## src/rtl/sw_input_port_if.sv

```systemverilog
// rtl/sw_input_port_if.sv - CPU-side read bus of the switch input port
interface sw_input_port_if;
    logic        rd;
    logic [15:0] rd_data;
    logic        data_valid;
    logic        overrun;

    modport master (output rd, input rd_data, input data_valid, input overrun);
    modport slave  (input rd, output rd_data, output data_valid, output overrun);
endinterface

```

## src/rtl/sw_input_port.sv

```systemverilog
// rtl/sw_input_port.sv - debounced key press captures slide switches into a CPU-readable holding register
// Define SW_SIGN_EXT_EN to sign-extend the captured switches instead of zero-extending them.
module sw_input_port #(
    parameter int SW_WIDTH        = 10,
    parameter int DEBOUNCE_CYCLES = 4
) (
    input  logic                clk,
    input  logic                reset,
    input  logic                key_n,
    input  logic [SW_WIDTH-1:0] sw,
    sw_input_port_if.slave      bus
);

    typedef enum logic [1:0] {
        IDLE,
        PRESS_WAIT,
        HELD,
        RELEASE_WAIT
    } state_t;

    localparam int CW = (DEBOUNCE_CYCLES > 1) ? $clog2(DEBOUNCE_CYCLES) : 1;
    localparam logic [CW-1:0] CNT_LAST = CW'(DEBOUNCE_CYCLES - 1);
    localparam logic [CW-1:0] CNT_ONE  = CW'(1);

    logic                key_meta_q, key_meta_d;
    logic                key_s_q, key_s_d;
    logic [SW_WIDTH-1:0] sw_meta_q, sw_meta_d;
    logic [SW_WIDTH-1:0] sw_s_q, sw_s_d;
    state_t              state_q, state_d;
    logic [CW-1:0]       cnt_q, cnt_d;
    logic                capture_q, capture_d;
    logic [15:0]         rd_data_q, rd_data_d;
    logic                data_valid_q, data_valid_d;
    logic                overrun_q, overrun_d;
    logic [15:0]         cap_val;

    always_comb begin
        cap_val = '0;
`ifdef SW_SIGN_EXT_EN
        cap_val = {16{sw_s_q[SW_WIDTH-1]}};
`endif
        cap_val[SW_WIDTH-1:0] = sw_s_q;
    end

    always_comb begin
        key_meta_d   = key_n;
        key_s_d      = key_meta_q;
        sw_meta_d    = sw;
        sw_s_d       = sw_meta_q;
        state_d      = state_q;
        cnt_d        = cnt_q;
        capture_d    = 1'b0;
        rd_data_d    = rd_data_q;
        data_valid_d = data_valid_q;
        overrun_d    = overrun_q;

        // The counter holds how many consecutive samples of the new level have been seen.
        case (state_q)
            IDLE: begin
                if (!key_s_q) begin
                    if (DEBOUNCE_CYCLES == 1) begin
                        state_d   = HELD;
                        cnt_d     = '0;
                        capture_d = 1'b1;
                    end else begin
                        state_d = PRESS_WAIT;
                        cnt_d   = CNT_ONE;
                    end
                end
            end
            PRESS_WAIT: begin
                if (key_s_q) begin
                    state_d = IDLE;
                    cnt_d   = '0;
                end else if (cnt_q == CNT_LAST) begin
                    state_d   = HELD;
                    cnt_d     = '0;
                    capture_d = 1'b1;
                end else begin
                    cnt_d = cnt_q + CNT_ONE;
                end
            end
            HELD: begin
                if (key_s_q) begin
                    if (DEBOUNCE_CYCLES == 1) begin
                        state_d = IDLE;
                        cnt_d   = '0;
                    end else begin
                        state_d = RELEASE_WAIT;
                        cnt_d   = CNT_ONE;
                    end
                end
            end
            RELEASE_WAIT: begin
                if (!key_s_q) begin
                    state_d = HELD;
                    cnt_d   = '0;
                end else if (cnt_q == CNT_LAST) begin
                    state_d = IDLE;
                    cnt_d   = '0;
                end else begin
                    cnt_d = cnt_q + CNT_ONE;
                end
            end
            default: begin
                state_d = IDLE;
                cnt_d   = '0;
            end
        endcase

        // A capture takes priority over a read; a read in the same cycle consumes the old value.
        if (capture_q) begin
            rd_data_d    = cap_val;
            data_valid_d = 1'b1;
            if (bus.rd) begin
                overrun_d = 1'b0;
            end else if (data_valid_q) begin
                overrun_d = 1'b1;
            end
        end else if (bus.rd && data_valid_q) begin
            data_valid_d = 1'b0;
            overrun_d    = 1'b0;
        end
    end

    always_ff @(posedge clk) begin
        if (reset) begin
            key_meta_q   <= 1'b1;
            key_s_q      <= 1'b1;
            sw_meta_q    <= '0;
            sw_s_q       <= '0;
            state_q      <= IDLE;
            cnt_q        <= '0;
            capture_q    <= 1'b0;
            rd_data_q    <= '0;
            data_valid_q <= 1'b0;
            overrun_q    <= 1'b0;
        end else begin
            key_meta_q   <= key_meta_d;
            key_s_q      <= key_s_d;
            sw_meta_q    <= sw_meta_d;
            sw_s_q       <= sw_s_d;
            state_q      <= state_d;
            cnt_q        <= cnt_d;
            capture_q    <= capture_d;
            rd_data_q    <= rd_data_d;
            data_valid_q <= data_valid_d;
            overrun_q    <= overrun_d;
        end
    end

    assign bus.rd_data    = rd_data_q;
    assign bus.data_valid = data_valid_q;
    assign bus.overrun    = overrun_q;

endmodule

```

## src/flat_wrapper.sv

```systemverilog
// flat-port wrapper written by rule: the top's interface ports become plain ports
module sw_input_port_flat 
#(
    parameter int SW_WIDTH        = 10,
    parameter int DEBOUNCE_CYCLES = 4
)
  (clk, reset, key_n, sw, bus_rd, bus_rd_data, bus_data_valid, bus_overrun);
  sw_input_port_if bus_i ();
  input  logic clk;
  input  logic reset;
  input  logic key_n;
  input  logic [SW_WIDTH-1:0] sw;
  input wire logic [$bits(bus_i.rd)-1:0] bus_rd;
  output wire logic [$bits(bus_i.rd_data)-1:0] bus_rd_data;
  output wire logic [$bits(bus_i.data_valid)-1:0] bus_data_valid;
  output wire logic [$bits(bus_i.overrun)-1:0] bus_overrun;
  assign bus_i.rd = bus_rd;
  assign bus_rd_data = bus_i.rd_data;
  assign bus_data_valid = bus_i.data_valid;
  assign bus_overrun = bus_i.overrun;
  sw_input_port #(.SW_WIDTH(SW_WIDTH), .DEBOUNCE_CYCLES(DEBOUNCE_CYCLES)) u_core (.clk(clk), .reset(reset), .key_n(key_n), .sw(sw), .bus(bus_i));
endmodule
```

## config.mk

```make
export PLATFORM = sky130hd
export DESIGN_NAME = sw_input_port_flat
export DESIGN_NICKNAME = d
export VERILOG_FILES = /design/src/rtl/sw_input_port_if.sv /design/src/rtl/sw_input_port.sv /design/src/flat_wrapper.sv
export SDC_FILE = /design/constraint.sdc
export NUM_CORES = 1
export LEC_CHECK = 0
export BUFFER_PORTS_ARGS = -buffer_cell sky130_fd_sc_hd__buf_2
export CORE_AREA = 2 2 52 54
export CTS_CLUSTER_DIAMETER = 120
export CTS_CLUSTER_SIZE = 14
export DETAILED_ROUTE_END_ITERATION = 10
export DIE_AREA = 0 0 54 56
export GPL_TIMING_DRIVEN = 0
export PLACE_DENSITY = 0.83
export SYNTH_ARGS = -nofsm -noshare
export SYNTH_HDL_FRONTEND = slang
export SYNTH_SLANG_ARGS = --single-unit
```

## constraint.sdc

```tcl
create_clock -name clk -period 2.5 [get_ports clk]
set_input_delay 0.5 -clock clk [delete_from_list [all_inputs] [get_ports clk]]
set_output_delay 0.5 -clock clk [all_outputs]
set_load 0.02 [all_outputs]
```

==> results by group <==
Routing
  – DR WL met2: 1.03 mm
  – DR iter-0 viols: 5
  – DRC: 0
  – Wire per inst: 11.1 um
  – Total iterations of the first detailed-routing run: 4
  – Top sig layer: met4
  – Post-Route WL: 2.00 mm
  – Met3 WL: 97 um
  – Met1 WL: 777 um
  – Routed Antenna Nets: 0
  – Via density: 4.61
  – Via count: 829

Clock tree
  – Clk_lat worst skew: 330 ps
  – CTS root buf: clkbuf_4
  – TritonCTS clock tree: built
  – Setup Buffers After CTS: 0
  – # resized after CTS: 0
  – Post-CTS Hold Buffers: 0
  – TritonCTS buffer count: 5
  – CTS Sinks: 39
  – Htree depth: 2
  – Maximum clock path buffer count: 2
  – Clock slew at reported path FFs: 110 ps

Global routing
  – Vias in the first global route: 792
  – Largest net degree at the start of global routing: 13
  – First-pass GRT wire length: 3.26 mm
  – Initial antenna violation count: 0
  – Global Route Usage Sum: 15.7%
  – Overflow after GRT: 0

Floorplanning
  – I/O pins: 32
  – Core area: 2430 um2
  – Chip height: 56 um
  – Num rows: 18
  – DIE WIDTH: 54 um
  – Initial Utilization: 52.0%
  – Die area: 3020 um2

Final layout
  – Post-Layout Cell Count: 180
  – Antenna cell count: 0
  – Fraction of layout cells with a size suffix above 1: 30.0%
  – Synth-to-layout area growth: 21.2%
  – NumNets Final: 164
  – Most frequent cells in the layout: 39 x dfxtp_1, 28 x buf_2, 20 x nor2b_1
  – Leading cell type in the layout, fill and taps excluded: dfxtp_1

Yosys
  – Register area share after synthesis: 61.7%
  – Netlist cell types: 24
  – FF+latch count, synth: 39
  – Synth warn: 0
  – Cell Area, Synth: 1260 um2
  – Mapped Cells: 112
  – Post-Syn Area per Cell: 11.3 um2

Worst setup path
  – R2R cell count: 3
  – Worst r2r src: u_core.capture_q
  – Worst Setup Start Kind: flip-flop
  – Critical path arrival: 870 ps
  – Critical path capture point type: primary output
  – Crit Reg-Reg Endpoint: u_core.bus.rd_data[0]
  – CP endpoint: bus_data_valid
  – CP Max Fanout: 3
  – Reg2Reg Setup Slack: 1520 ps
  – CP top delay family: flip-flops
  – Worst path required time: 2000 ps
  – Slowest CP cell: dfxtp_1
  – Crit-path max cell delay: 370 ps
  – CP bufs+invs: 1
  – CP cell instances: buf_2
  – CP startpoint: u_core.bus.data_valid
  – Critical path class: reg -> out
  – Critical path depth in cells: 1

Run status
  – Status: finished, final reports clean

Power
  – Sequential share of power: 57.4%
  – Switch Pwr: 220 uW
  – Total power after layout: 1.12 mW
  – Max IR drop VDD: 457 uV
  – Clock power frac: 37.9%
  – Cell-internal power: 902 uW
  – Leakage: 0.685 nW
  – Power per cell area: 732 nW/um2
  – Sw Share: 19.6%
  – Combinational power share: 4.7%

Timing
  – Endpoints failing setup: 0
  – Minimum clock period: 1370 ps
  – Slew Limit Fails: 0
  – Period utilisation layout: 54.8%
  – RSZ-0062 raised after global routing: no
  – Fmax: 730 MHz
  – Clock Skews: 4.86 ps
  – Post-Route Setup TNS: 0 ps
  – Final hold violations: 0

Place
  – Number of I/O port buffers: 25
  – Placed Instances: 172
  – GP Congestion: 0.755
  – HPWL after DPL: 1.50 mm

Worst hold path
  – Hold path cells: 2
  – Hold Crit Class: in -> reg

Run
  – Max-Cap Viols: 0
-- logic make-up after synthesis --
| kind of cell | count (synthesis) | share of synthesized area [%] |
|---|---|---|
| other cells | 1 | 0.296 |
| compound gates | 7 | 3.96 |
| fa+ha+maj | 1 | 0.989 |
| flops | 39 | 61.7 |
| xor+xnor | 1 | 0.693 |
| simple gates | 39 | 17.4 |
| mux | 11 | 8.70 |
| buf+inv | 13 | 6.23 |
-- area by class of cell --
cell class                 instances  area (um2)
clock buffer                       6        51.3
sequential                        39         781
fill                             184         900
inverter                           2        7.51
buffer                            11        71.3
multi-input combinational         65         424
clock inverter                     2        35.0
tap                               30        37.5
timing repair buffer              25         125
-- per-stage QoR --
stage          hold slack (ps)  setup WS (ps)  instance area [um2]  utilization (%)
3_3_place_gp               393           1270                 1450             59.5
3_5_place_dp               399           1220                 1450             59.5
4_1_cts                    326           1110                 1530             63.0
5_1_grt                    330           1080                 1530             63.0
2_1_floorplan              389           1450                 1280                -
6_report                   342           1130                 1530             63.0
-- worst min path at each step --
stage	startpoint	to	slack [ps]
2_1_floorplan	u_core.key_meta_q	u_core.key_s_q	390
3_3_place_gp	u_core.key_meta_q	u_core.key_s_q	390
3_5_place_dp	u_core.key_meta_q	u_core.key_s_q	400
4_1_cts	key_n	u_core.key_meta_q	330
5_1_grt	key_n	u_core.key_meta_q	330
6_report	key_n	u_core.key_meta_q	340
-- Yosys cell counts --
cell type | count | share of area (%)
o21ai_0 | 1 | 0.40
nor2b_1 | 20 | 9.9
buf_2 | 3 | 1.2
xnor2_1 | 1 | 0.69
o32ai_1 | 1 | 0.69
or3b_1 | 1 | 0.69
buf_4 | 7 | 4.2
o21a_1 | 1 | 0.59
nand2b_1 | 2 | 0.99
nor4_1 | 1 | 0.49
clkbuf_1 | 1 | 0.30
o211a_1 | 1 | 0.79
nand2_1 | 1 | 0.30
dfxtp_1 | 39 | 62
and3_1 | 1 | 0.49
mux2i_1 | 11 | 8.7
inv_1 | 2 | 0.59
a311oi_1 | 1 | 0.69
ha_1 | 1 | 0.99
nor2_1 | 10 | 3.0
nand3b_1 | 1 | 0.59
a21oi_1 | 2 | 0.79
or2_2 | 2 | 0.99
conb_1 | 1 | 0.30
-- registers in the layout, summed over array words and instances, names as in the netlist, named ones only --
register and flops:
u_core.bus.data_valid 1, u_core.bus.overrun 1, u_core.bus.rd_data 10, u_core.capture_q 1, u_core.cnt_q 2, u_core.key_meta_q 1, u_core.key_s_q 1, u_core.state_q 1
u_core.sw_meta_q 10, u_core.sw_s_q 10
-- metal layers --
metal  global-route usage, %  vias to the layer above
li1                        -                      422
met1                    15.7                      374
met2                    23.5                       25
met3                    6.72                        8
met4                    14.3                        0
met5                       0                        -
-- power by group through the flow --
| stage | combinational, mW | sequential, mW | clock (mW) |
|---|---|---|---|
| 5_1_grt | 0.0581 | 0.646 | 0.460 |
| 2_1_floorplan | 0.0376 | 0.657 | 0 |
| 3_3_place_gp | 0.0511 | 0.657 | 0 |
| 4_1_cts | 0.0534 | 0.645 | 0.439 |
| 3_5_place_dp | 0.0531 | 0.659 | 0 |
| 6_report | 0.0529 | 0.644 | 0.425 |
Note: power is estimated with default switching activity, not from simulation.
